`src/rtl/adc_rx_pkg.sv`:
```
// adc_rx_pkg
// Shared definitions for the serial ADC frame receiver:
//   - adc_state_e      : receiver FSM state encoding
//   - DEF_*            : default parameter values used by the modules
//   - bit_cnt_w()      : width of the in-frame bit counter
//   - quiet_cnt_w()    : width of the inter-frame quiet counter
package adc_rx_pkg;

    typedef enum logic [1:0] {
        ST_IDLE  = 2'd0,
        ST_SHIFT = 2'd1,
        ST_QUIET = 2'd2
    } adc_state_e;

    localparam int DEF_NCH       = 2;
    localparam int DEF_DATA_W    = 12;
    localparam int DEF_FRAME_LEN = 16;
    localparam int DEF_LEAD      = 4;
    localparam int DEF_QUIET     = 2;

    // Bit counter spans 0..FRAME_LEN-1; kept at least 1 bit wide so a
    // degenerate one-bit frame still elaborates.
    function automatic int bit_cnt_w(input int frame_len);
        if (frame_len <= 1) begin
            return 1;
        end
        return $clog2(frame_len);
    endfunction

    // Quiet counter spans 0..QUIET-1 with one bit of headroom.
    function automatic int quiet_cnt_w(input int quiet);
        return $clog2(quiet) + 1;
    endfunction

endpackage

```
`src/rtl/adc_shift_lane.sv`:
```
// adc_shift_lane
// One ADC data line: a DATA_W-bit MSB-first shift register and a sticky
// lead-error bit that records any 1 seen in the leading bit positions.
// The next-state values are exported so the top level can capture a frame
// that includes the bit sampled on the final edge.
//
// Ports:
//   sclk       in   clock, rising edge
//   rst        in   asynchronous active-high reset
//   bit_idx    in   index of the bit sampled on this edge
//   sample_en  in   sdata is a frame bit on this edge
//   clr        in   frame complete: clear register and lead error
//   sdata      in   serial data for this lane
//   data_nxt   out  shift register value after this edge's sample
//   lead_nxt   out  lead-error value after this edge's sample
module adc_shift_lane
    import adc_rx_pkg::*;
#(
    parameter int DATA_W = DEF_DATA_W,
    parameter int LEAD   = DEF_LEAD,
    parameter int IDX_W  = bit_cnt_w(DEF_FRAME_LEN)
) (
    input  logic              sclk,
    input  logic              rst,
    input  logic [IDX_W-1:0]  bit_idx,
    input  logic              sample_en,
    input  logic              clr,
    input  logic              sdata,
    output logic [DATA_W-1:0] data_nxt,
    output logic              lead_nxt
);

    logic [DATA_W-1:0] shift_q;
    logic              lead_q;
    logic [DATA_W-1:0] shifted;
    logic              in_lead;
    logic              in_data;

    assign in_lead = int'(bit_idx) < LEAD;
    assign in_data = (int'(bit_idx) >= LEAD) && (int'(bit_idx) < LEAD + DATA_W);

    generate
        if (DATA_W == 1) begin : g_one_bit
            assign shifted = sdata;
        end else begin : g_multi_bit
            assign shifted = {shift_q[DATA_W-2:0], sdata};
        end
    endgenerate

    assign data_nxt = (sample_en && in_data) ? shifted : shift_q;
    assign lead_nxt = lead_q | (sample_en & in_lead & sdata);

    always_ff @(posedge sclk or posedge rst) begin
        if (rst) begin
            shift_q <= '0;
            lead_q  <= 1'b0;
        end else if (clr) begin
            shift_q <= '0;
            lead_q  <= 1'b0;
        end else begin
            shift_q <= data_nxt;
            lead_q  <= lead_nxt;
        end
    end

endmodule

```
`src/rtl/adc_serial_rx.sv`:
```
// adc_serial_rx
// Multi-channel SPI-style ADC frame receiver. Drives a shared chip select,
// samples NCH data lines for FRAME_LEN cycles, strips and checks LEAD
// leading bits, and presents DATA_W bits per channel in a valid/ready
// holding register with a sticky overrun flag. Single-shot on start, or
// back-to-back frames while cont is high.
//
// Ports:
//   sclk       in   clock, rising edge
//   rst        in   asynchronous active-high reset
//   start      in   one-cycle request for a single frame (IDLE only)
//   cont       in   continuous mode, frames repeat while high
//   sdata      in   serial data, channel i on bit i
//   cs_n       out  ADC chip select, active low, registered
//   dout       out  channel i sample at dout[i*DATA_W +: DATA_W]
//   valid      out  dout holds an unconsumed sample set
//   ready      in   consumer accepts dout when valid && ready
//   overrun    out  sticky: an unconsumed sample set was overwritten
//   frame_err  out  latest frame had a nonzero leading bit
//   busy       out  FSM not in IDLE
//
// state   | meaning
// --------+------------------------------------------------------------
// S_IDLE  | cs_n high, waiting for start or cont
// S_SHIFT | cs_n low, sampling one frame bit per edge
// S_QUIET | cs_n high for QUIET cycles before the next frame or IDLE
module adc_serial_rx
    import adc_rx_pkg::*;
#(
    parameter int NCH       = DEF_NCH,
    parameter int DATA_W    = DEF_DATA_W,
    parameter int FRAME_LEN = DEF_FRAME_LEN,
    parameter int LEAD      = DEF_LEAD,
    parameter int QUIET     = DEF_QUIET
) (
    input  logic                  sclk,
    input  logic                  rst,
    input  logic                  start,
    input  logic                  cont,
    input  logic [NCH-1:0]        sdata,
    output logic                  cs_n,
    output logic [NCH*DATA_W-1:0] dout,
    output logic                  valid,
    input  logic                  ready,
    output logic                  overrun,
    output logic                  frame_err,
    output logic                  busy
);

    localparam int BCW = bit_cnt_w(FRAME_LEN);
    localparam int QCW = quiet_cnt_w(QUIET);

    localparam logic [BCW-1:0] BIT_LAST   = BCW'(FRAME_LEN - 1);
    localparam logic [QCW-1:0] QUIET_LAST = QCW'(QUIET - 1);

    localparam logic [1:0] S_IDLE  = ST_IDLE;
    localparam logic [1:0] S_SHIFT = ST_SHIFT;
    localparam logic [1:0] S_QUIET = ST_QUIET;

    logic [1:0]            state;
    logic [BCW-1:0]        bit_cnt;
    logic [QCW-1:0]        quiet_cnt;
    logic                  sample_en;
    logic                  frame_done;
    logic                  accept;
    logic [NCH*DATA_W-1:0] data_nxt;
    logic [NCH-1:0]        lead_nxt;

    assign sample_en  = (state == S_SHIFT);
    assign frame_done = sample_en && (bit_cnt == BIT_LAST);
    assign accept     = valid && ready;
    assign busy       = (state != S_IDLE);

    generate
        for (genvar i = 0; i < NCH; i++) begin : g_lane
            adc_shift_lane #(
                .DATA_W (DATA_W),
                .LEAD   (LEAD),
                .IDX_W  (BCW)
            ) u_lane (
                .sclk      (sclk),
                .rst       (rst),
                .bit_idx   (bit_cnt),
                .sample_en (sample_en),
                .clr       (frame_done),
                .sdata     (sdata[i]),
                .data_nxt  (data_nxt[i*DATA_W +: DATA_W]),
                .lead_nxt  (lead_nxt[i])
            );
        end
    endgenerate

    always_ff @(posedge sclk or posedge rst) begin
        if (rst) begin
            state     <= S_IDLE;
            cs_n      <= 1'b1;
            bit_cnt   <= '0;
            quiet_cnt <= '0;
        end else begin
            case (state)
                S_IDLE: begin
                    if (start || cont) begin
                        state   <= S_SHIFT;
                        cs_n    <= 1'b0;
                        bit_cnt <= '0;
                    end
                end
                S_SHIFT: begin
                    if (bit_cnt == BIT_LAST) begin
                        state     <= S_QUIET;
                        cs_n      <= 1'b1;
                        quiet_cnt <= '0;
                    end else begin
                        bit_cnt <= bit_cnt + 1'b1;
                    end
                end
                S_QUIET: begin
                    if (quiet_cnt == QUIET_LAST) begin
                        // cont is re-evaluated here, so dropping it mid-frame
                        // still lets the current frame and its quiet time finish.
                        if (cont) begin
                            state   <= S_SHIFT;
                            cs_n    <= 1'b0;
                            bit_cnt <= '0;
                        end else begin
                            state <= S_IDLE;
                        end
                    end else begin
                        quiet_cnt <= quiet_cnt + 1'b1;
                    end
                end
                default: begin
                    state <= S_IDLE;
                    cs_n  <= 1'b1;
                end
            endcase
        end
    end

    // Frame completion wins over a plain accept; an accept on the same edge
    // only clears overrun while the fresh sample set stays valid.
    always_ff @(posedge sclk or posedge rst) begin
        if (rst) begin
            dout      <= '0;
            valid     <= 1'b0;
            overrun   <= 1'b0;
            frame_err <= 1'b0;
        end else if (frame_done) begin
            dout      <= data_nxt;
            frame_err <= |lead_nxt;
            valid     <= 1'b1;
            if (valid) begin
                overrun <= !ready;
            end
        end else if (accept) begin
            valid   <= 1'b0;
            overrun <= 1'b0;
        end
    end

endmodule

```
`config.mk`:
```
export PLATFORM = sky130hd
export DESIGN_NAME = adc_serial_rx
export DESIGN_NICKNAME = d
export VERILOG_FILES = /design/src/rtl/adc_rx_pkg.sv /design/src/rtl/adc_shift_lane.sv /design/src/rtl/adc_serial_rx.sv
export SDC_FILE = /design/constraint.sdc
export NUM_CORES = 1
export LEC_CHECK = 0
export ABC_AREA = 1
export CAP_MARGIN = 20
export CORE_ASPECT_RATIO = 0.8
export CORE_UTILIZATION = 60
export CTS_BUF_LIST = sky130_fd_sc_hd__clkbuf_4 sky130_fd_sc_hd__clkbuf_8
export DETAILED_ROUTE_END_ITERATION = 12
export PLACE_DENSITY = 0.85
export SLEW_MARGIN = 20
export SYNTH_ARGS = -nofsm -noshare
export SYNTH_HDL_FRONTEND = slang
export SYNTH_HIERARCHICAL = 1
export SYNTH_SLANG_ARGS = --single-unit
export TNS_END_PERCENT = 30
```
`constraint.sdc`:
```
create_clock -name sclk -period 5.2 [get_ports sclk]
set_input_delay 1.04 -clock sclk [delete_from_list [all_inputs] [get_ports sclk]]
set_output_delay 1.04 -clock sclk [all_outputs]
set_load 0.01 [all_outputs]
```
# Yosys cells after proc, flatten, opt, wreduce, memory -nomap -nowiden
# Cells that the tools add are included.
[classes]
add_sub_neg = 2
order_cmp = 2
eq_ne = 11
muxes = 28
bitwise_logic = 5
n_reduce_logical = 16
[ops]
columns = ["op", "n"]
rows = [
  ["two-way mux 12 bit", 4],
  ["two-way mux 4 bit", 4],
  ["!= test 2 bit, second input constant", 7],
  ["one-hot mux 4 bit (3 select lines)", 1],
  ["two-way mux 1 bit", 11],
  ["two-way mux 2 bit", 5],
  ["one-hot mux 2 bit (3 select lines)", 1],
  ["AND reduction 3 bit", 2],
  ["nonzero test 2 bit", 3],
  ["AND reduction 5 bit", 1],
  ["adder 4 x 1 -> 4 bit, second input constant", 1],
  ["equality test 2 x 1 -> 1 bit, second input constant", 2],
  ["equality test 4 bit, second input constant", 1],
  ["greater-or-equal comparator 4 x 3 -> 1 bit, second input constant", 1],
  ["less-than comparator 4 x 3 -> 1 bit, second input constant", 1],
  ["one-hot mux 2 bit (2 select lines)", 1],
  ["AND reduction 4 bit", 1],
  ["bitwise AND 1 bit", 3],
  ["logical AND 1 bit", 3],
  ["one-hot mux 1 bit (3 select lines)", 1],
  ["nonzero test 3 bit", 1],
  ["adder 2 x 1 -> 2 bit, second input constant", 1],
  ["equality test 2 bit, second input constant", 1],
  ["zero test 2 bit", 1],
  ["5 further kinds", 6],
]
[word_totals]
register_bits = 62
out_inout_bits = 29
word_cells = 76

# Depth between registers and ports, before layout
[logic_depth]
ltp_word = 5
depth_mapped = 10
ltp_nobuf = 9

# Cells and area by module
# Netlist, hierarchy kept.
[modules_own_cells]
columns = ["module", "n_inst", "cells_each", "area_per_inst_um2"]
rows = [
  ["adc_serial_rx", 1, 180, 1534.0],
  ["adc_shift_lane", 2, 99, 689.4],
]

# Worst setup path before layout
# Ideal clock, no wire load.
[synth_path]
path_kind = "reg2out"
from = "reg state[1]"
to = "out busy"
arrival_ns = 0.621
t_required_ns = 4.160
path_slack_ns = 3.539
stages_incl_launch_ff = 3
path_buffers = 0
cell_sequence = "dfrtp_1 > nor2_1 > inv_1"
[synth_between]
elab_chain_len = 1
[synth_rtl]
columns = ["item", "line_no", "text"]
rows = [
  ["from (decl)", "adc_serial_rx.sv:60", "logic [1:0] state;"],
  ["from (signal assigned)", "adc_serial_rx.sv:95", "state <= S_IDLE;"],
  ["from (signal assigned)", "adc_serial_rx.sv:103", "state <= S_SHIFT;"],
  ["from (signal assigned)", "adc_serial_rx.sv:110", "state <= S_QUIET;"],
  ["nonzero test 2 bit", "adc_serial_rx.sv:72", "assign busy = (state != S_IDLE);"],
  ["to (decl)", "adc_serial_rx.sv:47", "output logic busy"],
]
# No other way between the ends.

# Final worst setup path
# Same ends and word-level chain as after synthesis.

==> reports/qor.txt <==
outcome: completed
Synth warnings: 6
Sw Ratio: 40.2%
count of final setup violators: 0
CP Data Required Time: 4160 ps
Pleak: 1.95 nW
Internal Power: 1.45 mW
largest net degree at the start of global routing: 55
Clock Path Buffers: 2
# IOs: 36
1st-pass router iterations: 4
Metal-1 WL: 2.59 mm
Die ar.: 0.00514 mm2
Setup crit start kind: register
combinational share of power: 46.6%
Pins Over Slew Limit: 0
Die Span X: 79.9 um
Resize count post-CTS: 0
Worst setup EP type: output port
count of mapped cells out of synthesis: 378
detailed placer's ending HPWL: 3.51 mm
1st-iter DRT viols: 128
met3 WL post-DR: 274 um
RSZ-0062 raised after global routing: no
critical path class: register to output port
Sequential Power Share: 34.3%
Seq/Total Area, Yosys: 53.3%
DR WL met2: 2.49 mm
GRT Total Usage: 24.0%
Initial Utilization: 63.0%
Fin. Hold Viols: 0
Port Buf Inserts: 35
Die Ht: 64.3 um
CTS tree: done
clk_skew: 8.55 ps
Post-CTS Repair Setup Buffers: 0
Arr. time, crit path: 1460 ps
# diodes: 0
routed vias/inst: 4.79
Tmin final: 2500 ps
Num Clock Sinks: 62
Reg clk slew, reported paths: 70 ps
DP Cell Count: 464
Worst Max-Slew Pin Slew: 820 ps
R2R setup slack: 2970 ps
VDD IR-drop max: 0.369 mV
fmax: 400 MHz
max-cap violation count: 0
syn_nets: 387
antenna-violating nets left: 0
area of the multi-input gates: 0.00100 mm2
largest area contributor in the netlist: dfrtp_1
power share of the clock group: 19.2%
via count: 2299
DRC: 0
H-tree depth: 3
Synth cell types: 20
initial antenna violation count: 0
total CTS buffers: 9
share of cells above drive strength 1: 9.29%
vias in the first global route: 2101
GR Overflow Total: 0
Synth Cell Area: 0.00291 mm2
Root Driver: clkbuf_8
FF+latch count, synth: 62
commonest non-fill, non-tap cell in the layout: nand2_1
wire per inst: 11.2 um
Final period util: 48.0%
# nets final: 424
Pwr Density: 701 mW/mm2
area added between synthesis and finish: 19.2%
row count: 22
Avg Inst Size Synth: 7.71 um2
register cell area after layout: 0.00155 mm2
Routed WL: 5.37 mm
Tot Pwr: 2.43 mW
core area: 0.00462 mm2
Net Sw Power: 0.978 mW
TNS Setup: 0 ps
critical path fanouts, max: 7
uppermost routed layer: met4
Max-slew headroom: 45.1%
worst min-delay path class: register to register
Layout fillers: 369
Synth top area share: 52.4%
gpl congestion: 0.762
commonest non-fill, non-tap cells in the layout: nand2_1 (165), inv_1 (63), dfrtp_1 (61), clkdlybuf4s50_1 (35), nor2_1 (30)
global-route wire length before repair: 9.18 mm
Clock Latency Late Sink: 340 ps
top cells by area, synth: dfrtp_1 (52%), nand2_1 (21%), inv_1 (8.1%), nor2_1 (3.9%), buf_6 (3.5%)
fin cells: 480
Post-CTS Hold Fix Bufs: 0
final cells by class:
| class | instances | area share, % |
|---|---|---|
| Tap cell | 60 | 2.16 |
| Inverter | 67 | 7.24 |
| Clock inverter | 4 | 2.02 |
| Sequential cell | 62 | 44.7 |
| Timing Repair Buffer | 37 | 10.5 |
| Clock buffer | 12 | 4.40 |
| Multi-Input combinational cell | 238 | 28.9 |
power by group through the flow:
stage | Clock (mW) | Sequential (mW) | Combinational [mW]
finish | 0.466 | 0.833 | 1.13
global route | 0.503 | 0.858 | 1.28
CTS | 0.479 | 0.833 | 1.14
detailed placement | 0 | 0.837 | 1.13
global placement | 0 | 0.831 | 1.09
floorplan | 0 | 0.867 | 0.791
critical path: stages (launching register included):
cell	delay [ps]
dfrtp_1	450
nor2_1	160
inv_1	50
clkdlybuf4s50_1	470
metrics by stage:
| stage | util, % | setup WS, ps | area, um2 | hold slack (ps) |
|---|---|---|---|---|
| 4_1_cts | 75.1 | 2680 | 3470 | 475 |
| 3_5_place_dp | 70.3 | 2820 | 3250 | 458 |
| 5_1_grt | 75.1 | 2620 | 3470 | 499 |
| 3_3_place_gp | 70.3 | 2850 | 3250 | 453 |
| 6_report | 75.1 | 2700 | 3470 | 468 |
| 2_1_floorplan | - | 3360 | 2910 | 466 |
cells in the mapped netlist:
master	number
dfstp_2	1
inv_2	4
o21ai_0	6
nor2_2	5
a21oi_2	2
nor2_1	30
nand3_1	9
clkbuf_1	2
a22oi_1	1
a21oi_1	5
nand2_1	165
nand3b_1	2
ha_1	2
o21ai_1	1
inv_1	63
buf_6	9
o21ai_2	2
nand2_2	7
dfrtp_1	61
nor3_1	1
metal layers:
layer,vias to the layer above,global-route usage [%]
met5,-,0
met4,0,5.36
met3,2,9.86
met1,1065,31.2
li1,1174,-
met2,58,37.9
cells by family (layout without fill, tap and decap cells):
family,after synthesis,after routing,synth area share (%)
and+or+nand+nor,219,219,29.9
buffers and inverters,78,120,12.4
adders and majority gates,2,2,0.859
DFF,62,62,53.3
AOI/OAI and AO/OA,17,17,3.52
sequential cells by signal (all words and copies together), names as in the netlist:
name                   cells
quiet_cnt                  2
state                      2
valid                      1
cs_n                       1
bit_cnt                    4
frame_err                  1
g_lane.u_lane/lead_q       2
g_lane.u_lane/shift_q     24
overrun                    1
dout                      24
worst paths after layout:
check	start	end	depth (start not counted)
worst max-delay path	state[1]	busy	3
worst min-delay path	dout[6]	dout[6]	2
worst max register to register	state[0]	dout[23]	9
worst min register to register	dout[6]	dout[6]	2
max in group asynchronous	rst	cs_n	3
min in group asynchronous	rst	g_lane[1].u_lane/shift_q[10]	2
Power figures use the tool's default switching activity.
==> patch 1 (same settings) <==
Register the output `overrun` once more; this adds one clock of latency there. The other outputs are not delayed to match.
--- a/src/rtl/adc_serial_rx.sv
+++ b/src/rtl/adc_serial_rx.sv
@@ -58,2 +58,4 @@
     localparam logic [1:0] S_QUIET = ST_QUIET;
+
+    logic overrun_s0;
 
@@ -145,3 +147,3 @@
             valid     <= 1'b0;
-            overrun   <= 1'b0;
+            overrun_s0 <= 1'b0;
             frame_err <= 1'b0;
@@ -152,3 +154,3 @@
             if (valid) begin
-                overrun <= !ready;
+                overrun_s0 <= !ready;
             end
@@ -156,4 +158,8 @@
             valid   <= 1'b0;
-            overrun <= 1'b0;
+            overrun_s0 <= 1'b0;
         end
+    end
+
+    always_ff @(posedge sclk) begin
+        overrun <= overrun_s0;
     end
Check against the original RTL: no difference found for any inputs over 10 cycles, from zero or initial values and one cycle with rst high; that may be too few to reach the edited logic, so the function may still have changed.
==> patch 1 against the unedited design <==
- largest power group unchanged
- highest routed layer unchanged
- synthesized cell count rose by 0.26%
- synthesized area is 0.69% higher
- clock skew grew 0.0023 ns
- sequential cell count up 1
- maximum frequency fell by 0.18%
- largest cell class unchanged
- global-route usage is 1.7 points higher
- critical path type unchanged
- critical path depth unchanged
- register-to-register slack got worse by 0.04 ns
- worst setup slack lost 0.0046 ns
- power is 1.3% lower
- non-clock buffer count stayed put
- sequential power rose by 2%
- design area about the same
- wire length increased by 1.6%
==> patch 1: results (changes against the unedited design) <==
Run status
  • Status: completed (unchanged)

Worst setup path
  • Worst reg2reg path depth: 9 (unchanged)
  • Reg2reg end: dout[11] (was dout[23])
  • Worst R2R Start: state[0] (unchanged)
  • Crit-path max FO: 7 (unchanged)
  • Crit path launch: state[1] (unchanged)
  • CP Capture Point: busy (unchanged)

Placement
  • Placed inst area: 3269 um^2 (was 3249 um^2)
  • DPL Wire Length: 3.555 mm (was 3.515 mm)
  • Input/output buffers: 35 (unchanged)
  • RD Place Congestion: 0.8543 (was 0.7622)
  • Place WS: 2.925 ns (was 2.819 ns)

Layout
  • Top Registers: dout (24), g_lane.u_lane/shift_q (24), bit_cnt (4) (unchanged)
  • Fill count: 348 (was 369)
  • Total inserted antenna cells: 0 (unchanged)
  • Final Cell Area: 3470 um^2 (was 3472 um^2)
  • Nets: 425 (was 424)
  • Share of cells above drive strength 1: 9.264% (was 9.286%)

Synthesis
  • Net Count, Synth: 388 (was 387)
  • Synthesis Warnings: 6 (unchanged)
  • Top cells by area, synth: dfrtp_1, nand2_1, inv_1 (unchanged)
  • Synth top cells by count: nand2_1, inv_1, dfrtp_1 (unchanged)
  • Seq/Total Area, Yosys: 53.63% (was 53.31%)
  • Post-Synth XOR/XNOR Area: 0% (unchanged)
  • Post-Synth Adder-Cell Area: 0.8532% (was 0.8591%)
  • Compound-cell area share of the yosys netlist: 3.498% (was 3.522%)
  • Distinct cells, synth: 21 (was 20)
  • Most used DFF post-synth: dfrtp_1 (unchanged)
  • Synth async-reset ratio: 98.41% (was 100.0%)
  • Mapped Cells: 379 (was 378)
  • Mux contribution to synthesized area: 0% (unchanged)

Timing
  • Min cycle time layout: 2.503 ns (was 2.498 ns)
  • Worst Tran Pin Value: 0.9140 ns (was 0.8205 ns)
  • Final clock skew: 0.01085 ns (was 0.008548 ns)

Detailed routing
  • DR WL/cell: 11.33 um (was 11.18 um)
  • DRT Pass-1 Iters: 4 (unchanged)
  • Starting DRT DRC Count: 167 (was 128)
  • DR vias/cell: 4.782 (was 4.790)

Clocking
  • Num CTS Buffers: 9 (unchanged)
  • Clock root buffer master: clkbuf_8 (unchanged)
  • H-tree depth: 3 (unchanged)
  • Clock tree buffer depth: 2 (unchanged)
  • Post-cts sizing count: 0 (unchanged)
  • Post-CTS setup repair buffer count: 0 (unchanged)
  • Clk slew on worst S/H paths: 0.07 ns (about the same)

Pwr
  • Net Switching: 984.7 uW (was 977.9 uW)
  • Lkg Pwr: 0.001944 uW (was 0.001950 uW)
  • Peak supply drop: 0.3896 mV (was 0.3694 mV)

Global routing
  • Global Route Usage Sum: 25.77% (was 24.04%)
  • First-pass GRT wire length: 9.901 mm (was 9.177 mm)

Hold path
  • Hold Crit Class: flip-flop to flip-flop (unchanged)
[patch 1: cell types whose count changed in the layout (fill, tap and decap cells not counted)]
cell | before | now
clkinvlp_4 | 0 | 1
bufinv_16 | 2 | 1
dfxtp_1 | 0 | 1
[patch 1: layout make-up]
type,count,area share [%]
clock inverters,4,1.370
well taps,60,2.164
multi-input cells,238,28.96
flip-flops and latches,63,45.33
clock buffers,12,4.400
inverters,67,7.248
repair buffers,37,10.53
[patch 1: power groups by stage]
stage / clock, uW / sequential [uW] / combinational [uW]
floorplan: 0 / 879 / 791
global placement: 0 / 844 / 1090
detailed placement: 0 / 852 / 1120
CTS: 430 / 846 / 1140
global route: 453 / 874 / 1320
finish: 419 / 848 / 1130
[patch 1: worst max-delay path, cell delays in order, from the launching register on]
cell and delay [ns]:
dfrtp_1 0.46, nor2_1 0.09, inv_1 0.05, clkdlybuf4s50_1 0.52
[patch 1: cell families after synthesis]
logic type	count (synthesis)
DFF	63
adders and majority gates	2
AOI/OAI and AO/OA	17
buffers and inverters	78
and+or+nand+nor	219
[patch 1: stage by stage]
stage,power (uW),cells
2_1_floorplan,1670,379
3_5_place_dp,1976,465
5_1_grt,2644,481
6_report,2402,481
3_3_place_gp,1936,465
4_1_cts,2414,481
[patch 1: worst min-delay path by stage]
stage | from | end | slack [ns] | cells after the start
global placement | overrun_s0 | overrun | 0.35 | 0
floorplan | overrun_s0 | overrun | 0.35 | 0
global route | overrun_s0 | overrun | 0.38 | 0
detailed placement | overrun_s0 | overrun | 0.35 | 0
CTS | overrun_s0 | overrun | 0.36 | 0
finish | overrun_s0 | overrun | 0.36 | 0
[patch 1: layer usage]
metal / global-route usage, % / vias to the layer above / wire length, um
li1: - / 1182 / -
met1: 32.55 / 1040 / 2652
met2: 40.81 / 69 / 2415
met3: 9.577 / 9 / 306
met4: 9.152 / 0 / 74
met5: 0 / - / 0
==> patch 2 (same flow settings) <==
Without the edit above. Set the package constant `DEF_DATA_W` to 6 (it was 12).
--- a/src/rtl/adc_rx_pkg.sv
+++ b/src/rtl/adc_rx_pkg.sv
@@ -15,3 +15,3 @@
     localparam int DEF_NCH       = 2;
-    localparam int DEF_DATA_W    = 12;
+    localparam int DEF_DATA_W    = 6;
     localparam int DEF_FRAME_LEN = 16;
Ports: changed (resized dout); port bits go from 36 to 24. The function was not compared with the original's and may differ.
==> patch 2 against the unedited design <==
- sequential cell count fell by 24
- synthesized area decreased by 31%
- synthesized cell count decreased by 37%
- power fell by 34%
- clock power fell by 59%
- design area shrank 32%
- global-route usage down 0.31 points
- wire length fell by 34%
- count of clock-buffer cells in the layout fell by 6
- worst setup slack improved by 0.084 ns
- sequential share of layout area decreased by 4.5 points
- largest cell class unchanged
- largest power group unchanged
==> patch 2: results (changes against the unedited design) <==
Pwr
  • Sw Share: 40.11% (was 40.20%)
  • Lkg Pwr: 0.001279 uW (was 0.001950 uW)
  • Peak supply drop: 0.3637 mV (was 0.3694 mV)

Global routing
  • First-pass GRT wire length: 6.265 mm (was 9.177 mm)
  • M2 GR Usage: 37.04% (was 37.93%)
  • Met1 usage: 33.29% (was 31.19%)
  • Largest net degree at the start of global routing: 31 (was 55)
  • Number of global-route vias before repair: 1,422 (was 2,101)
  • Initial antenna violation count: 0 (unchanged)
  • Global Route Usage Sum: 23.73% (was 24.04%)
  • Met3 Resource Use GR: 4.449% (was 9.857%)

Synthesis
  • Most used DFF post-synth: dfrtp_1 (unchanged)
  • Synth async-reset ratio: 100.0% (unchanged)
  • Synth top cells by count: nand2_1, dfrtp_1, inv_1 (was nand2_1, inv_1, dfrtp_1)
  • Seq/Total Area, Yosys: 47.06% (was 53.31%)
  • Distinct cells, synth: 23 (was 20)
  • Net Count, Synth: 247 (was 387)
  • Top cells by area, synth: dfrtp_1, nand2_1, bufinv_8 (was dfrtp_1, nand2_1, inv_1)
  • Post-Synth Adder-Cell Area: 1.237% (was 0.8591%)
  • Compound-cell area share of the yosys netlist: 4.947% (was 3.522%)

Worst setup path
  • Max incr delay on CP: 0.47 ns (about the same)
  • Crit-path max FO: 4 (was 7)

Clocking
  • Clock Latency Late Sink: 0.28 ns (was 0.34 ns)
  • Num CTS Buffers: 5 (was 9)
  • H-tree depth: 2 (was 3)

Detailed routing
  • Starting DRT DRC Count: 83 (was 128)
  • DR WL/cell: 11.56 um (was 11.18 um)
  • DRT Pass-1 Iters: 4 (unchanged)

Layout
  • Share of cells above drive strength 1: 12.08% (was 9.286%)
  • Top Registers: dout (12), g_lane.u_lane/shift_q (12), bit_cnt (4) (was dout (24), g_lane.u_lane/shift_q (24), bit_cnt (4))
  • Nets: 275 (was 424)
  • Fill count: 240 (was 369)

Placement
  • RD Place Congestion: 0.8229 (was 0.7622)
  • DPL Wire Length: 2.504 mm (was 3.515 mm)
  • Input/output buffers: 23 (was 35)

Timing
  • Final clock skew: 0.006954 ns (was 0.008548 ns)
  • Relative slew slack: 38.09% (was 45.10%)

Run
  • Max Cap Violations: 0 (unchanged)

Hold path
  • Hold Crit Class: flip-flop to flip-flop (unchanged)

Run status
  • Status: completed (unchanged)
## patch 2: logic make-up (layout without fill, tap and decap cells)
family | Yosys count | after routing
AOI/OAI and AO/OA | 15 | 15
adders and majority gates | 2 | 2
buffers and inverters | 46 | 73
DFF | 38 | 38
and+or+nand+nor | 137 | 137
## patch 2: layout make-up
cell class              count  share of cell area, %
flip-flops and latches     38                  40.22
repair buffers             23                  9.725
clock buffers               6                  3.488
multi-input cells         154                  31.66
inverters                  44                  12.79
well taps                  40                  2.114
## patch 2: power groups by stage
stage | Combinational [uW] | Clock, uW | Sequential (uW)
2_1_floorplan | 635 | 0 | 553
3_3_place_gp | 864 | 0 | 535
3_5_place_dp | 885 | 0 | 540
4_1_cts | 892 | 200 | 536
5_1_grt | 1000 | 216 | 551
6_report | 887 | 193 | 535
## patch 2: worst paths after layout
kind | from | to | slack [ns] | cells past startpoint
worst max-delay path | state[1] | busy | 2.79 | 3
worst min-delay path | dout[1] | dout[1] | 0.47 | 2
worst max register to register | bit_cnt[1] | quiet_cnt[1] | 2.96 | 7
worst min register to register | dout[1] | dout[1] | 0.47 | 2
max in group asynchronous | rst | dout[11] | 3.30 | 2
min in group asynchronous | rst | g_lane[0].u_lane/shift_q[0] | 1.05 | 2
## patch 2: stage by stage
stage | cell area, um^2 | setup slack (ns) | std cells
final | 2367 | 2.785 | 305
after global routing | 2367 | 2.668 | 305
after CTS | 2367 | 2.775 | 305
after detailed placement | 2285 | 2.931 | 299
after global placement | 2285 | 2.963 | 299
after floorplan | 2023 | 3.563 | 238
## patch 2: worst reg2reg max path: cells and delay by family (launching register included)
family                   cells  cell delay, ns
flip-flops                   1            0.52
adder cells (fa/ha/maj)      1            0.28
AO/OA/AOI/OAI                1            0.08
AND/OR/NAND/NOR              4            0.98
buffers and inverters        1            0.30
## patch 2: layer usage
metal | routed length (um) | part of all wire [%]
met1 | 1815 | 51
met2 | 1537 | 44
met3 | 143 | 4.1
met4 | 29 | 0.82
met5 | 0 | 0
